## config.mk

```make
export PLATFORM = sky130hd
export DESIGN_NAME = serial_chunk_adder
export DESIGN_NICKNAME = d
export VERILOG_FILES = /design/src/rtl/serial_chunk_adder_pkg.sv /design/src/rtl/serial_chunk_adder_chunk.sv /design/src/rtl/serial_chunk_adder.sv
export SDC_FILE = /design/constraint.sdc
export NUM_CORES = 1
export LEC_CHECK = 0
export BUFFER_PORTS_ARGS = -buffer_cell sky130_fd_sc_hd__buf_2
export CAP_MARGIN = 20
export CELL_PAD_IN_SITES_DETAIL_PLACEMENT = 1
export CELL_PAD_IN_SITES_GLOBAL_PLACEMENT = 2
export CORE_ASPECT_RATIO = 1.2
export CORE_MARGIN = 2
export CORE_UTILIZATION = 35
export CTS_CLUSTER_SIZE = 24
export DETAILED_ROUTE_END_ITERATION = 12
export PLACE_DENSITY_LB_ADDON = 0.1
export SYNTH_ARGS = -nofsm -noshare
export SYNTH_HDL_FRONTEND = slang
export SYNTH_HIERARCHICAL = 1
export SYNTH_SLANG_ARGS = --single-unit
```

## constraint.sdc

```tcl
create_clock -name clk -period 4.3 [get_ports clk]
set_clock_uncertainty 0.1 [all_clocks]
set_input_delay 0.215 -clock clk [delete_from_list [all_inputs] [get_ports clk]]
set_output_delay 0.215 -clock clk [all_outputs]
set_load 0.02 [all_outputs]
```

## src/rtl/serial_chunk_adder_pkg.sv

```systemverilog
// -----------------------------------------------------------------------------
// serial_chunk_adder_pkg
// Shared definitions for the serial chunk adder: FSM state encoding and the
// helper that sizes the chunk index counter.
// -----------------------------------------------------------------------------
package serial_chunk_adder_pkg;

    typedef enum logic [1:0] {
        ST_IDLE = 2'd0,
        ST_BUSY = 2'd1,
        ST_DONE = 2'd2
    } state_t;

    // Counter width for N chunks; a single-chunk build still needs one bit.
    function automatic int cnt_width(input int n);
        return (n <= 1) ? 1 : $clog2(n);
    endfunction

endpackage

```

## src/rtl/serial_chunk_adder_chunk.sv

```systemverilog
// -----------------------------------------------------------------------------
// adder_chunk
// Combinational CHUNK-bit adder, the multi-bit generalisation of a 1-bit full
// adder.
// Ports:
//   a, b  : CHUNK-bit addends
//   cin   : carry in
//   sum   : CHUNK-bit sum
//   cout  : carry out of the chunk MSB
// -----------------------------------------------------------------------------
module adder_chunk #(
    parameter int CHUNK = 8
) (
    input  logic [CHUNK-1:0] a,
    input  logic [CHUNK-1:0] b,
    input  logic             cin,
    output logic [CHUNK-1:0] sum,
    output logic             cout
);

    logic [CHUNK:0] w_full;

    assign w_full      = {1'b0, a} + {1'b0, b} + {{CHUNK{1'b0}}, cin};
    assign {cout, sum} = w_full;

endmodule

```

## src/rtl/serial_chunk_adder.sv

```systemverilog
// -----------------------------------------------------------------------------
// serial_chunk_adder
// Adds (or subtracts) two WIDTH-bit operands CHUNK bits per cycle, LSB chunk
// first, through one shared adder_chunk with a registered carry between chunks.
// Ports:
//   clk, rst_n : clock, asynchronous active-low reset
//   start      : request; accepted only in IDLE or DONE
//   a, b       : operands, captured on the accepted start edge
//   cin        : add carry-in (ignored when sub=1)
//   sub        : 1 = a - b, 0 = a + b + cin
//   busy       : high while chunks are being processed
//   done       : one-cycle pulse when sum/carry/overflow are valid
//   sum        : result, stable from done until the next accepted start
//   carry      : carry out of the MSB (for sub, 1 = no borrow)
//   overflow   : signed two's-complement overflow
// -----------------------------------------------------------------------------
module serial_chunk_adder
    import serial_chunk_adder_pkg::*;
#(
    parameter int WIDTH = 32,
    parameter int CHUNK = 8
) (
    input  logic             clk,
    input  logic             rst_n,
    input  logic             start,
    input  logic [WIDTH-1:0] a,
    input  logic [WIDTH-1:0] b,
    input  logic             cin,
    input  logic             sub,
    output logic             busy,
    output logic             done,
    output logic [WIDTH-1:0] sum,
    output logic             carry,
    output logic             overflow
);

    localparam int N  = WIDTH / CHUNK;
    localparam int CW = cnt_width(N);
    localparam logic [CW-1:0] LAST_IDX = CW'(N - 1);

    state_t           r_state;
    state_t           w_next;
    logic [WIDTH-1:0] r_a;
    logic [WIDTH-1:0] r_b;      // already inverted for subtraction
    logic [WIDTH-1:0] r_sum;
    logic             r_c;      // carry into the current chunk
    logic             r_carry;
    logic             r_ovf;
    logic [CW-1:0]    r_idx;

    logic             w_accept;
    logic             w_last;
    logic [31:0]      w_base;
    logic [CHUNK-1:0] w_chunk_sum;
    logic             w_chunk_cout;

    assign w_base = 32'(r_idx) * 32'(CHUNK);
    assign w_last = (r_idx == LAST_IDX);

    adder_chunk #(
        .CHUNK (CHUNK)
    ) u_chunk (
        .a    (r_a[w_base +: CHUNK]),
        .b    (r_b[w_base +: CHUNK]),
        .cin  (r_c),
        .sum  (w_chunk_sum),
        .cout (w_chunk_cout)
    );

    always_ff @(posedge clk or negedge rst_n) begin
        if (!rst_n) begin
            r_state <= ST_IDLE;
        end else begin
            r_state <= w_next;
        end
    end

    always_comb begin
        w_next   = r_state;
        w_accept = 1'b0;
        case (r_state)
            ST_IDLE: begin
                if (start) begin
                    w_accept = 1'b1;
                    w_next   = ST_BUSY;
                end
            end
            ST_BUSY: begin
                if (w_last) begin
                    w_next = ST_DONE;
                end
            end
            ST_DONE: begin
                // A start in the done cycle chains straight into a new operation.
                if (start) begin
                    w_accept = 1'b1;
                    w_next   = ST_BUSY;
                end else begin
                    w_next = ST_IDLE;
                end
            end
            default: w_next = ST_IDLE;
        endcase
    end

    always_ff @(posedge clk or negedge rst_n) begin
        if (!rst_n) begin
            r_a     <= '0;
            r_b     <= '0;
            r_c     <= 1'b0;
            r_idx   <= '0;
            r_sum   <= '0;
            r_carry <= 1'b0;
            r_ovf   <= 1'b0;
        end else if (w_accept) begin
            // Subtraction is a + ~b + 1, so the +1 enters as the initial carry.
            r_a   <= a;
            r_b   <= sub ? ~b : b;
            r_c   <= sub ? 1'b1 : cin;
            r_idx <= '0;
        end else if (r_state == ST_BUSY) begin
            r_sum[w_base +: CHUNK] <= w_chunk_sum;
            r_c                    <= w_chunk_cout;
            if (w_last) begin
                r_carry <= w_chunk_cout;
                // The top chunk holds the operand and result sign bits.
                r_ovf   <= (r_a[WIDTH-1] == r_b[WIDTH-1]) &&
                           (w_chunk_sum[CHUNK-1] != r_a[WIDTH-1]);
            end else begin
                r_idx <= r_idx + 1'b1;
            end
        end
    end

    assign busy     = (r_state == ST_BUSY);
    assign done     = (r_state == ST_DONE);
    assign sum      = r_sum;
    assign carry    = r_carry;
    assign overflow = r_ovf;

endmodule

```

Word level (Yosys, flattened, before mapping)
Cells that the tools add are included.
{ "totals": {"register_bits": 103, "out_inout_bits": 36} }
{ "op_classes": {"add_sub_neg": 4, "eq_ne": 8, "n_shift": 4, "mux": 14, "bitwise_logic": 2, "reduce_logical": 8} }
{ "op_table": {"columns": ["op", "count"], "rows": [
  ["indexed part select 32 x 6 -> 8 bit", 2],
  ["negator 5 -> 34 bit", 1],
  ["variable shift 8 x 34 -> 32 bit, first input constant", 1],
  ["indexed part select 8 x 34 -> 32 bit", 1],
  ["bitwise mux 32 bit", 1],
  ["two-way mux 32 bit", 1],
  ["inverter 32 bit", 1],
  ["two-way mux 2 bit", 5],
  ["adder 8 x 8 -> 9 bit", 1],
  ["adder 9 x 1 -> 9 bit", 1],
  ["two-way mux 1 bit", 6],
  ["one-hot mux 2 bit (3 select lines)", 1],
  ["AND reduction 2 bit", 3],
  ["equality test 2 bit, second input constant", 2],
  ["inequality test 2 bit, second input constant", 2],
  ["AND reduction 3 bit", 1],
  ["adder 2 x 1 -> 2 bit, second input constant", 1],
  ["equality test 2 x 1 -> 1 bit, second input constant", 1],
  ["logical NOT 2 bit", 1],
  ["inequality test 2 x 1 -> 1 bit, second input constant", 1],
  ["nonzero test 2 bit", 1],
  ["OR reduction 2 bit", 1],
  ["equality test 1 bit", 1],
  ["logical AND 1 bit", 1],
  ["2 further kinds", 2]
]} }

Depth between registers and ports, before layout
{ "logic_depth": {"ltp_word": 5, "ltp_mapped": 11} }

Cells and area by module
The synthesis kept the hierarchy.
{ "by_module_without_submodules": {"columns": ["module", "instances", "cells_each", "area_per_inst_um2"], "rows": [
  ["serial_chunk_adder", 1, 412, 4662.0],
  ["adder_chunk", 1, 42, 331.6]
]} }

Worst setup path after synthesis
Ideal clock, no wire load.
{ "synth_path": {"kind": "reg-to-reg", "start": "reg r_idx[0]", "end": "reg r_carry (netlist: carry)", "arrival_time_ps": 2896, "required_ps": 4075, "setup_slack_ps": 1180, "path_stages_with_launch": 11, "path_cell_list": "dfrtp_1 > buf_6 > buf_6 > mux4_2 > fa_1 > fa_1 > a21oi_1 > nor2_1 > nor2_1 > o21ai_0 > mux2_2"} }
{ "synth_between": {"elab_chain_len": 3, "word_cells_on_any_way": 6, "cone_classes": "add/sub (2); eq/ne (1); shift (2); reduce/logical (1)"} }
{ "synth_rtl": {"columns": ["item", "line", "source"], "rows": [
  ["from (decl)", "serial_chunk_adder.sv:49", "logic [CW-1:0] r_idx;"],
  ["from (signal assigned)", "serial_chunk_adder.sv:130", "r_idx <= r_idx + 1'b1;"],
  ["indexed part select 32 x 6 -> 8 bit, on equally long branches", "serial_chunk_adder.sv:63, serial_chunk_adder.sv:64", null],
  ["adder 8 x 8 -> 9 bit *", "serial_chunk_adder_chunk.sv:23", "assign w_full = {1'b0, a} + {1'b0, b} + {{CHUNK{1'b0}}, cin};"],
  ["adder 9 x 1 -> 9 bit *", "serial_chunk_adder_chunk.sv:23", null],
  ["named net w_chunk_cout", "serial_chunk_adder.sv:55", "logic w_chunk_cout;"],
  ["to (signal assigned)", "serial_chunk_adder.sv:125", "r_carry <= w_chunk_cout;"],
  ["to (decl)", "serial_chunk_adder.sv:47", "logic r_carry;"]
]} }
The timed path passes the listed nets; every way through them passes the cells marked *.
A chain may end at the register's enable or synchronous reset.

Worst setup path after layout
{ "layout_path": {"start": "reg r_idx[0]", "end": "reg r_ovf (netlist: overflow)"} }
{ "layout_between": {"elab_chain_len": 5, "word_cells_on_any_way": 8, "cone_classes": "add/sub (2); eq/ne (2); shift (2); reduce/logical (2)"} }
{ "layout_rtl": {"columns": ["item", "line", "source"], "rows": [
  ["indexed part select 32 x 6 -> 8 bit, on equally long branches", "serial_chunk_adder.sv:63, serial_chunk_adder.sv:64", null],
  ["adder 8 x 8 -> 9 bit *", "serial_chunk_adder_chunk.sv:23", null],
  ["adder 9 x 1 -> 9 bit *", "serial_chunk_adder_chunk.sv:23", null],
  ["named net w_chunk_sum[7]", "serial_chunk_adder.sv:54", "logic [CHUNK-1:0] w_chunk_sum;"],
  ["inequality test 1 bit *", "serial_chunk_adder.sv:128", "(w_chunk_sum[CHUNK-1] != r_a[WIDTH-1]);"],
  ["logical AND 1 bit *", "serial_chunk_adder.sv:127", "r_ovf <= (r_a[WIDTH-1] == r_b[WIDTH-1]) &&"],
  ["to (signal assigned)", "serial_chunk_adder.sv:127", null],
  ["to (decl)", "serial_chunk_adder.sv:48", "logic r_ovf;"]
]} }
Marks and branches as above.

==> qor.csv <==
metric;value;unit
setup_slack;626;ps
antenna_found_initial;0;
synth_compound_area_share;11.3;%
cp.required;4410;ps
viasPerCell;4.88;
yosysSeqAreaShare;51.6;%
syn_to_final_growth;25.7;%
synth_area_leader_cell;dfrtp_1;
detail-route-antenna-nets;0;
cts_root_buffer;clkbuf_16;
rsz0062_at_grt;no;
slew_violations;0;
switching_share;44.3;%
cp.arrival;3790;ps
async_flop_share;100;%
p_leak;3.11;nW
die_h;135;um
syn_nets;537;
cp-end-kind;flop;
violations;DRC;
pwr-share-seq;33.0;%
cts_setup_buffers;0;
ys_seq_elements;103;
grt_pass1_vias;3937;
startpoint_type;flop;
fill_cells;1561;
portBuffers;104;
synth_flop_cell;dfrtp_1;
dr.first_iter.drc_count;132;
synth-xor-area-share;6.49;%
hp-class;input port to flop;
syn-instance-count;454;
power_density;823;nW/um^2
max_freq;272;MHz
p_switching;0.00229;W
firstDrtPassIters;8;
clk_latency;350;ps
synth_area_leaders;dfrtp_1, nand2_1, mux4_2;
ys_warn_count;6;
hold_viol_final;0;
ys_types;38;
rows;47;
n_antenna_cell;0;
die-area;15200;um^2
p_total;0.00517;W
routed_wl;12800;um
start_util;36.0;%
clk_path_buf_depth;2;
period_share;85.4;%
cts_tree;yes;
overflow;0;
clkTransAtPathRegs;70;ps
drc;8;
io_pins;105;
intPower;0.00288;W
nets;663;
worstMarginPinSlew;1010;ps
place_ws;576;ps
cp_slowest_stage_delay;1010;ps
vias;3686;
grt_start_max_net_pins;100;
clkPwrFrac;16.6;%
drive_gt1_share;26.2;%
core_area;13900;um^2
worstPathCellList;buf_4 -> mux4_2 -> ha_1 -> a21o_1 -> a2111oi_0 -> mux2i_1 -> nand2_1 -> and3b_1 -> a21oi_1 -> o21ai_0;
grt_usage;17.7;%
globalplace.congestion;0.744;
dp.cells;707;
setup_viol;0;
synth.cell_area;4990;um^2
syn_avg_cell_area;11.0;um^2
p_comb_share;50.5;%
yosys.area_share.simple;15.6;%
synth_edf_count;0;
status;finished with violations;
cts_made_buffers;9;
crit_fanout;16;
synth_top_family_by_area;simple AND/OR/NAND/NOR gates;
cts_htree_levels;3;
maxCapViolations;0;
wl_per_cell;16.9;um
dieWidth;113;um
tns;0;ps
final_cells;756;
irDropWorstVdd;395;uV
hpwl;9390;um
criticalPathCategory;flop to flop;
synth_top_area_share;51.6;%
grt_pass1_wl;20900;um
cts.sinks;103;
synth_fa_ha_area_share;3.81;%
synth_mux_area_share;7.64;%
min_period;3670;ps
critPathSlowestCell;dfrtp_1;
slew_headroom;32.8;%
-- cells in the mapped netlist, types with 3 or more instances --
master / instances
buf_2: 16
nand2_1: 135
ha_1: 12
nor3_1: 3
nor2b_1: 4
inv_1: 7
o21ai_0: 36
a22o_1: 32
clkbuf_1: 4
a21oi_1: 7
mux4_2: 16
nor3_2: 3
dfrtp_1: 103
buf_6: 4
xnor2_1: 35
nand2b_1: 5
nor2_1: 4
-- layer usage --
layer | track usage, % | wire [um] | up-vias
li1 | - | - | 1807
met1 | 21.5 | 5390 | 1794
met2 | 32.2 | 6790 | 72
met3 | 2.29 | 362 | 13
met4 | 6.50 | 218 | 0
met5 | 0 | 0 | -
-- sequential cells by signal, indices dropped and copies added (netlist names) --
register,flops
overflow,1
r_state,2
r_a,32
r_idx,2
r_c,1
r_b,32
carry,1
sum,32
-- power by group through the flow --
stage | Combinational (W) | Clock, W | Sequential, W
CTS | 0.00263 | 0.000877 | 0.00172
detailed placement | 0.00261 | 0 | 0.00173
floorplan | 0.00181 | 0 | 0.00169
global route | 0.00290 | 0.000919 | 0.00177
global placement | 0.00252 | 0 | 0.00172
finish | 0.00261 | 0.000855 | 0.00170
-- per-stage QoR --
step,utilization [%],instance area (um^2),hold WS [ps]
global placement,40.5,5620,307
finish,45.2,6270,4.20
CTS,45.0,6250,12.5
detailed placement,40.5,5620,311
global route,45.2,6270,21.0
floorplan,-,4990,-181
-- cells by family after synthesis --
| kind of cell | Yosys count |
|---|---|
| AOI/OAI and AO/OA | 83 |
| xor gates and xnor gates | 37 |
| adders and majority gates | 14 |
| buffers and inverters | 33 |
| DFF | 103 |
| muxes | 18 |
| and+or+nand+nor | 166 |
-- area by class of cell --
cell class | count | area (um^2) | area share [%]
clock buffer | 9 | 225 | 3.59
clock inverter | 7 | 86.3 | 1.38
inverter | 8 | 30.0 | 0.479
tap | 171 | 214 | 3.41
sequential | 103 | 2580 | 41.1
timing repair buffer | 140 | 893 | 14.2
multi-input combinational | 318 | 2250 | 35.8
-- worst paths after layout --
kind / from / to / slack [ps] / cells past startpoint
max reg2reg: r_idx[0] / overflow / 630 / 10
max: r_idx[0] / overflow / 630 / 10
min reg2reg: r_b[24] / r_b[24] / 380 / 2
min: a[7] / r_a[7] / 4 / 3
min in group asynchronous: rst_n / sum[11] / 450 / 2
max in group asynchronous: rst_n / r_b[3] / 2700 / 3
-- cell usage in the layout (no fill, tap or decap), types with 3 or more instances in the layout --
master         Yosys  final
mux4_2            16     16
nand2b_1           5      4
clkbuf_16          0      9
nand2_1          135    135
buf_4              1      4
xnor2_1           35     35
nor3_1             3      3
inv_1              7      7
nor3_2             3      3
dfrtp_1          103    103
dlygate4sd3_1      0     32
a22o_1            32     32
a21oi_1            7      7
o21ai_0           36     36
buf_2             16    103
nor2_1             4      4
ha_1              12     12
nor2b_1            4      3
-- worst max-delay path: cells and delay by family, from the launching register on --
family / cells / cell delay (ps)
fa+ha+maj: 1 / 260
flops: 1 / 1010
simple gates: 2 / 390
compound gates: 4 / 770
mux: 2 / 650
buf+inv: 1 / 350
-- what timing repair did --
item / 4_1_cts / 5_1_grt
resized for setup: 0 / 0
hold buffers: 32 / 0
endpoints found under the hold margin: 104 / 0
(Power assumes the default switching activity.)
